`src/rtl/imem_pkg.sv`:
```
// Shared types and defaults for the instruction-memory init receiver.
package imem_pkg;

    localparam int          IMEM_DEPTH = 64;
    localparam int          IMEM_IDX_W = 6;
    localparam logic [31:0] NOP_WORD   = 32'h0;

    typedef enum logic [2:0] {
        IDLE,
        LOAD,
        VERIFY,
        RUN,
        FAULT
    } state_t;

    // Byte address to word index; the low two bits select a byte and are dropped.
    function automatic logic [29:0] word_index(input logic [31:0] addr);
        return addr[31:2];
    endfunction

endpackage

```
`src/rtl/imem_ram.sv`:
```
// Instruction RAM: one synchronous write port, two asynchronous read ports.
// Contents have no reset so a loaded image survives a controller reset.
module imem_ram #(
    parameter int DEPTH = 64,
    parameter int IDX_W = 6
) (
    input  logic             clk,
    input  logic             we,
    input  logic [IDX_W-1:0] waddr,
    input  logic [31:0]      wdata,
    input  logic [IDX_W-1:0] fetch_addr,
    output logic [31:0]      fetch_data,
    input  logic [IDX_W-1:0] scan_addr,
    output logic [31:0]      scan_data
);

    logic [31:0] mem [DEPTH];

    // Word write from the init bus
    always_ff @(posedge clk) begin
        if (we) mem[waddr] <= wdata;
    end

    assign fetch_data = mem[fetch_addr];
    assign scan_data  = mem[scan_addr];

endmodule

```
`src/rtl/imem_init_rx.sv`:
```
// Init-bus receiver: loads the instruction RAM, rejects bad writes, verifies
// the image by readback checksum and then releases the CPU.
module imem_init_rx
    import imem_pkg::*;
#(
    parameter int DEPTH = IMEM_DEPTH,
    parameter int IDX_W = IMEM_IDX_W
) (
    input  logic             clk,
    input  logic             rst,
    input  logic             initialize,
    input  logic [31:0]      instruction_initialize_address,
    input  logic [31:0]      instruction_initialize_data,
    input  logic [31:0]      fetch_pc,
    output logic [31:0]      fetch_instr,
    output logic             cpu_run,
    output logic             load_error,
    output logic [IDX_W:0]   load_count,
    output logic             verify_busy
);

    localparam logic [29:0]  DEPTH_W = 30'(DEPTH);
    localparam logic [IDX_W:0] DEPTH_C = (IDX_W+1)'(DEPTH);
    localparam logic [IDX_W:0] ONE_C   = (IDX_W+1)'(1);

    state_t             state, state_n;
    logic [DEPTH-1:0]   valid, valid_n, base_valid;
    logic [31:0]        chk, chk_n, base_chk;
    logic [31:0]        rb, rb_n;
    logic [IDX_W:0]     hwm, hwm_n, base_hwm;
    logic [IDX_W:0]     scan, scan_n;
    logic [IDX_W:0]     count_n, base_count;
    logic               err_n, base_err;

    logic [29:0]        widx, fidx;
    logic [IDX_W-1:0]   wslot;
    logic [IDX_W:0]     wslot_end;
    logic               restart, bad, ram_we;
    logic [31:0]        fetch_data, scan_data;
    logic               unused_pc_bits;

    assign widx      = word_index(instruction_initialize_address);
    assign wslot     = widx[IDX_W-1:0];
    assign wslot_end = {1'b0, wslot} + ONE_C;
    assign fidx      = word_index(fetch_pc);
    assign unused_pc_bits = ^fetch_pc[1:0];

    // Reasserting initialize after a load wipes the bookkeeping; the write in
    // that same cycle is judged against the wiped state.
    assign restart    = initialize && (state inside {VERIFY, RUN, FAULT});
    assign base_valid = restart ? '0 : valid;
    assign base_chk   = restart ? '0 : chk;
    assign base_hwm   = restart ? '0 : hwm;
    assign base_count = restart ? '0 : load_count;
    assign base_err   = restart ? 1'b0 : load_error;

    assign bad = (instruction_initialize_address[1:0] != 2'b00) ||
                 (widx >= DEPTH_W) ||
                 base_valid[wslot];

    imem_ram #(.DEPTH(DEPTH), .IDX_W(IDX_W)) u_ram (
        .clk        (clk),
        .we         (ram_we),
        .waddr      (wslot),
        .wdata      (instruction_initialize_data),
        .fetch_addr (fidx[IDX_W-1:0]),
        .fetch_data (fetch_data),
        .scan_addr  (scan[IDX_W-1:0]),
        .scan_data  (scan_data)
    );

    // State register
    always_ff @(posedge clk or negedge rst) begin
        if (!rst) state <= IDLE;
        else      state <= state_n;
    end

    // Bitmap, checksums, counters
    always_ff @(posedge clk or negedge rst) begin
        if (!rst) begin
            valid      <= '0;
            chk        <= '0;
            rb         <= '0;
            hwm        <= '0;
            scan       <= '0;
            load_count <= '0;
            load_error <= 1'b0;
        end else begin
            valid      <= valid_n;
            chk        <= chk_n;
            rb         <= rb_n;
            hwm        <= hwm_n;
            scan       <= scan_n;
            load_count <= count_n;
            load_error <= err_n;
        end
    end

    // Next-state: write acceptance while loading, readback scan, compare
    always_comb begin
        state_n = state;
        valid_n = valid;
        chk_n   = chk;
        rb_n    = rb;
        hwm_n   = hwm;
        scan_n  = scan;
        count_n = load_count;
        err_n   = load_error;
        ram_we  = 1'b0;
        if (initialize) begin
            state_n = LOAD;
            valid_n = base_valid;
            chk_n   = base_chk;
            hwm_n   = base_hwm;
            count_n = base_count;
            err_n   = base_err;
            if (bad) begin
                err_n = 1'b1;
            end else begin
                ram_we         = 1'b1;
                valid_n[wslot] = 1'b1;
                chk_n          = base_chk ^ instruction_initialize_data;
                if (base_count < DEPTH_C) count_n = base_count + ONE_C;
                if (wslot_end > base_hwm) hwm_n = wslot_end;
            end
        end else begin
            case (state)
                LOAD: begin
                    if (load_error || load_count == '0) begin
                        state_n = FAULT;
                    end else begin
                        state_n = VERIFY;
                        scan_n  = '0;
                        rb_n    = '0;
                    end
                end
                VERIFY: begin
                    if (scan < hwm) begin
                        if (valid[scan[IDX_W-1:0]]) rb_n = rb ^ scan_data;
                        scan_n = scan + ONE_C;
                    end else begin
                        state_n = (rb == chk) ? RUN : FAULT;
                    end
                end
                default: ;
            endcase
        end
    end

    assign cpu_run     = (state == RUN);
    assign verify_busy = (state == VERIFY);
    assign fetch_instr = (cpu_run && fidx < DEPTH_W) ? fetch_data : NOP_WORD;

endmodule

```
`config.mk`:
```
export PLATFORM = sky130hd
export DESIGN_NAME = imem_init_rx
export DESIGN_NICKNAME = d
export VERILOG_FILES = /design/src/rtl/imem_pkg.sv /design/src/rtl/imem_ram.sv /design/src/rtl/imem_init_rx.sv
export SDC_FILE = /design/constraint.sdc
export NUM_CORES = 2
export LEC_CHECK = 0
export BUFFER_PORTS_ARGS = -buffer_cell sky130_fd_sc_hd__buf_2
export CELL_PAD_IN_SITES_DETAIL_PLACEMENT = 1
export CELL_PAD_IN_SITES_GLOBAL_PLACEMENT = 1
export CORE_MARGIN = 8
export CORE_UTILIZATION = 48
export CTS_BUF_LIST = sky130_fd_sc_hd__clkbuf_4 sky130_fd_sc_hd__clkbuf_8
export DETAILED_ROUTE_END_ITERATION = 10
export PLACE_DENSITY = 0.69
export SLEW_MARGIN = 20
export SYNTH_ARGS = -nofsm -noshare
export SYNTH_HDL_FRONTEND = slang
export SYNTH_SLANG_ARGS = --single-unit
```
`constraint.sdc`:
```
create_clock -name clk -period 4.5 [get_ports clk]
set_input_delay 0.225 -clock clk [delete_from_list [all_inputs] [get_ports clk]]
set_output_delay 0.225 -clock clk [all_outputs]
set_load 0.01 [all_outputs]
```
==> impl_metrics.json <==
{
  "fin_crit_ns": 4.17,
  "grt_usage_pct": 28.1,
  "worstPathArrival_ns": 5.09,
  "maxSlewViolCount": 0,
  "critPathKind": "input pin to register",
  "cts.htree.levels": 5,
  "grt_remaining_overflow": 0,
  "place_inst": 7738,
  "place.gp.congestion": 0.808,
  "dr.first_iter.drc_count": 6463,
  "p_total_mw": 43.0,
  "synth_area_um2": 103000,
  "synth_flop_cell": "edfxtp_1",
  "antenna_found_initial": 19,
  "placed_cell_area_um2": 110000,
  "p_per_area_nw_per_um2": 365,
  "final_common_cell": "edfxtp_1",
  "synth_xor_area_share_pct": 0.602,
  "switchingPower_mw": 9.69,
  "die_width_um": 480,
  "cts.sinks": 2201,
  "yosys_warnings": 0,
  "p_leak_nw": 36.7,
  "rsz0062_at_grt": "false",
  "die_h_um": 480,
  "cp.required_ns": 5.42,
  "grt_max_degree": 89,
  "clockBufferDepth": 4,
  "r2r_slack_ns": 0.39,
  "clk_pin_slew_worst_paths_ns": 0.06,
  "cp-end-kind": "register",
  "slew_headroom_pct": 23.8,
  "yosys.area_share.adder_pct": 0.206,
  "synth_edf_count": 2048,
  "hold_path_depth": 2,
  "ys_async_sr_fraction_pct": 6.95,
  "synth_compound_area_share_pct": 1.67,
  "synth_cell_types": 67,
  "max-cap-violations": 0,
  "tightestPinTransition_ns": 1.11,
  "viasPerCell": 6.85,
  "rows": 170,
  "hold_ws_ns": 0.145,
  "ant_nets": 0,
  "hold_viol_final": 0,
  "reg2regPathDepth": 12,
  "drtPass1Iterations": 5,
  "top_level_ports": 141,
  "wl_per_cell_um": 38.6,
  "wl_um": 327000,
  "start_kind": "input pin",
  "vias": 58000,
  "grt_pass1_vias": 61200,
  "status": "completed",
  "avgSynthCellArea_um2": 21.2,
  "ys_seq_area_share_pct": 63.2,
  "insertion_delay_ns": 1.10,
  "final_cell_mix": "edfxtp_1 (2048), mux4_2 (1322), clkbuf_8 (406), buf_4 (180), dfrtp_1 (147)",
  "power_frac_seq_pct": 52.4,
  "synth_seq_cells": 2201,
  "dp_hpwl_um": 194000,
  "swShare_pct": 22.6,
  "nets": 5457,
  "synth_cells": 4873,
  "skew_ns": 0.0830,
  "synth_simple_gate_area_share_pct": 2.55,
  "initial_core_util_pct": 48.2,
  "drive_gt1_share_pct": 43.2,
  "syn-num-nets": 4989,
  "internal_power_mw": 33.3,
  "muxShareOfSynthArea_pct": 29.8,
  "p_comb_share_pct": 5.6,
  "peakVddDrop_mv": 0.354,
  "fmax_ghz": 0.240,
  "worstHoldStart": "instruction_initialize_data[5]",
  "fp.coreArea_um2": 214000,
  "pwr-share-clk_pct": 42.0,
  "ctsResizeCount": 0,
  "drc": 0,
  "setup_viol": 0,
  "floorplan.die_area_um2": 230000,
  "finalInstanceArea_um2": 118000,
  "stdcell_count": 8458,
  "min_path_type": "input pin to register",
  "rr_startpoint": "state[1]$_DFFE_PN0P_",
  "crit_start": "instruction_initialize_address[2]",
  "crit_fanout": 22,
  "area_growth_syn_to_layout_pct": 13.9,
  "port_buffers": 138,
  "root_buffer": "clkbuf_8",
  "fin_crit_sh_pct": 92.7,
  "cts_buffers": 387,
  "fillers": 18500,
  "tritoncts": "built",
  "grt_pass1_wl_um": 461000,
  "synth_top_family_by_area": "multiplexers"
}
worst paths after layout:
path,end
max in group asynchronous,rb[3]$_DFFE_PN0P_
worst min register to register,valid[45]$_DFFE_PN0P_
worst max-delay path,hwm[2]$_DFFE_PN0P_
min in group asynchronous,valid[62]$_DFFE_PN0P_
worst max register to register,hwm[2]$_DFFE_PN0P_
worst min-delay path,u_ram.mem[11][5]$_DFFE_PP_
flip-flops by register name, indices dropped and copies added, names as in the netlist:
name and cells:
u_ram.mem 2048, valid 64, chk 32, rb 32, hwm 7, load_count 7, scan 7, state 3
load_error 1
stage by stage:
step                setup slack, ns  setup TNS (ns)  util [%]
finish                        0.330               0      54.9
global route                0.00142               0      54.9
CTS                           0.346               0      54.9
detailed placement            0.446               0      51.2
global placement              0.533               0      51.2
floorplan                    -0.519         -611.61         -
cell type report:
type / count / area [um^2] / area share, %
flip-flops and latches: 2201 / 65400 / 55.5
multi-input cells: 2256 / 36400 / 31.0
clock buffers: 541 / 6590 / 5.60
repair buffers: 476 / 4970 / 4.23
well taps: 2838 / 3550 / 3.02
clock inverters: 119 / 711 / 0.604
inverters: 19 / 71.3 / 0.0606
diodes: 8 / 20.0 / 0.0170
kinds of logic (layout without fill, tap and decap cells):
logic type	after synthesis	after routing
flip-flops	2201	2201
multiplexers	1420	1420
other	0	8
adder cells (fa/ha/maj)	17	17
buffers and inverters	416	1155
AND/OR/NAND/NOR	514	514
AO/OA/AOI/OAI	234	234
XOR/XNOR	71	71
synthesized netlist by cell type (12+ instances only):
cell          n  area share (%)
buf_1        45            0.16
o21ai_0      22            0.11
inv_1        15           0.054
dfrtp_1     153             3.7
edfxtp_1   2048              59
nor3_2       12            0.12
nor2_1       81            0.29
nor2b_1     107            0.65
clkbuf_1    180            0.65
nor4_1       19            0.11
a21oi_1      14           0.068
buf_4        44            0.32
buf_6        23            0.25
a2111oi_0    33            0.28
o31ai_1      51            0.37
ha_1         17            0.21
mux4_2     1322              29
xor2_1       63            0.53
buf_2       104            0.50
nor3_1       44            0.21
a211oi_1     49            0.36
mux2_1       31            0.34
mux2i_1      58            0.56
nand2_1     145            0.53
nand3_1      49            0.24
power groups by stage:
stage / registers, mW / clock network, mW / logic (mW)
after global placement: 22.9 / 0 / 2.34
after global routing: 22.5 / 19.1 / 2.57
after CTS: 22.5 / 18.3 / 2.43
after detailed placement: 22.9 / 0 / 2.39
after floorplan: 22.9 / 0 / 1.35
final: 22.5 / 18.0 / 2.42
timing repair:
item / in CTS / in global routing
hold buffers: 49 / 0
endpoints found under the setup margin: 1 / 0
buffers inserted: 2 / 0
hold endpoints to repair: 2298 / 0
worst max-delay path: stages:
cell and delay, ns:
dlygate4sd3_1 0.53, buf_2 0.49, buf_4 0.24, and2_1 0.26
nand2_1 0.16, o21ai_0 0.17, dlygate4sd3_1 0.56, o21ai_0 0.15
ha_1 0.35, nand4_1 0.12, a21oi_1 0.05, a2111oi_0 0.78
nor3_2 0.21, nand4_1 0.15, dlygate4sd3_1 0.55, o211ai_1 0.08
per-layer routing:
metal,global-route usage [%],part of all wire [%],up-vias
met5,0,0.015,-
met2,46.4,50,3158
met4,10.2,4.0,6
li1,-,-,22400
met1,37.5,38,31700
met3,5.74,8.4,725
(Power assumes the default switching activity.)
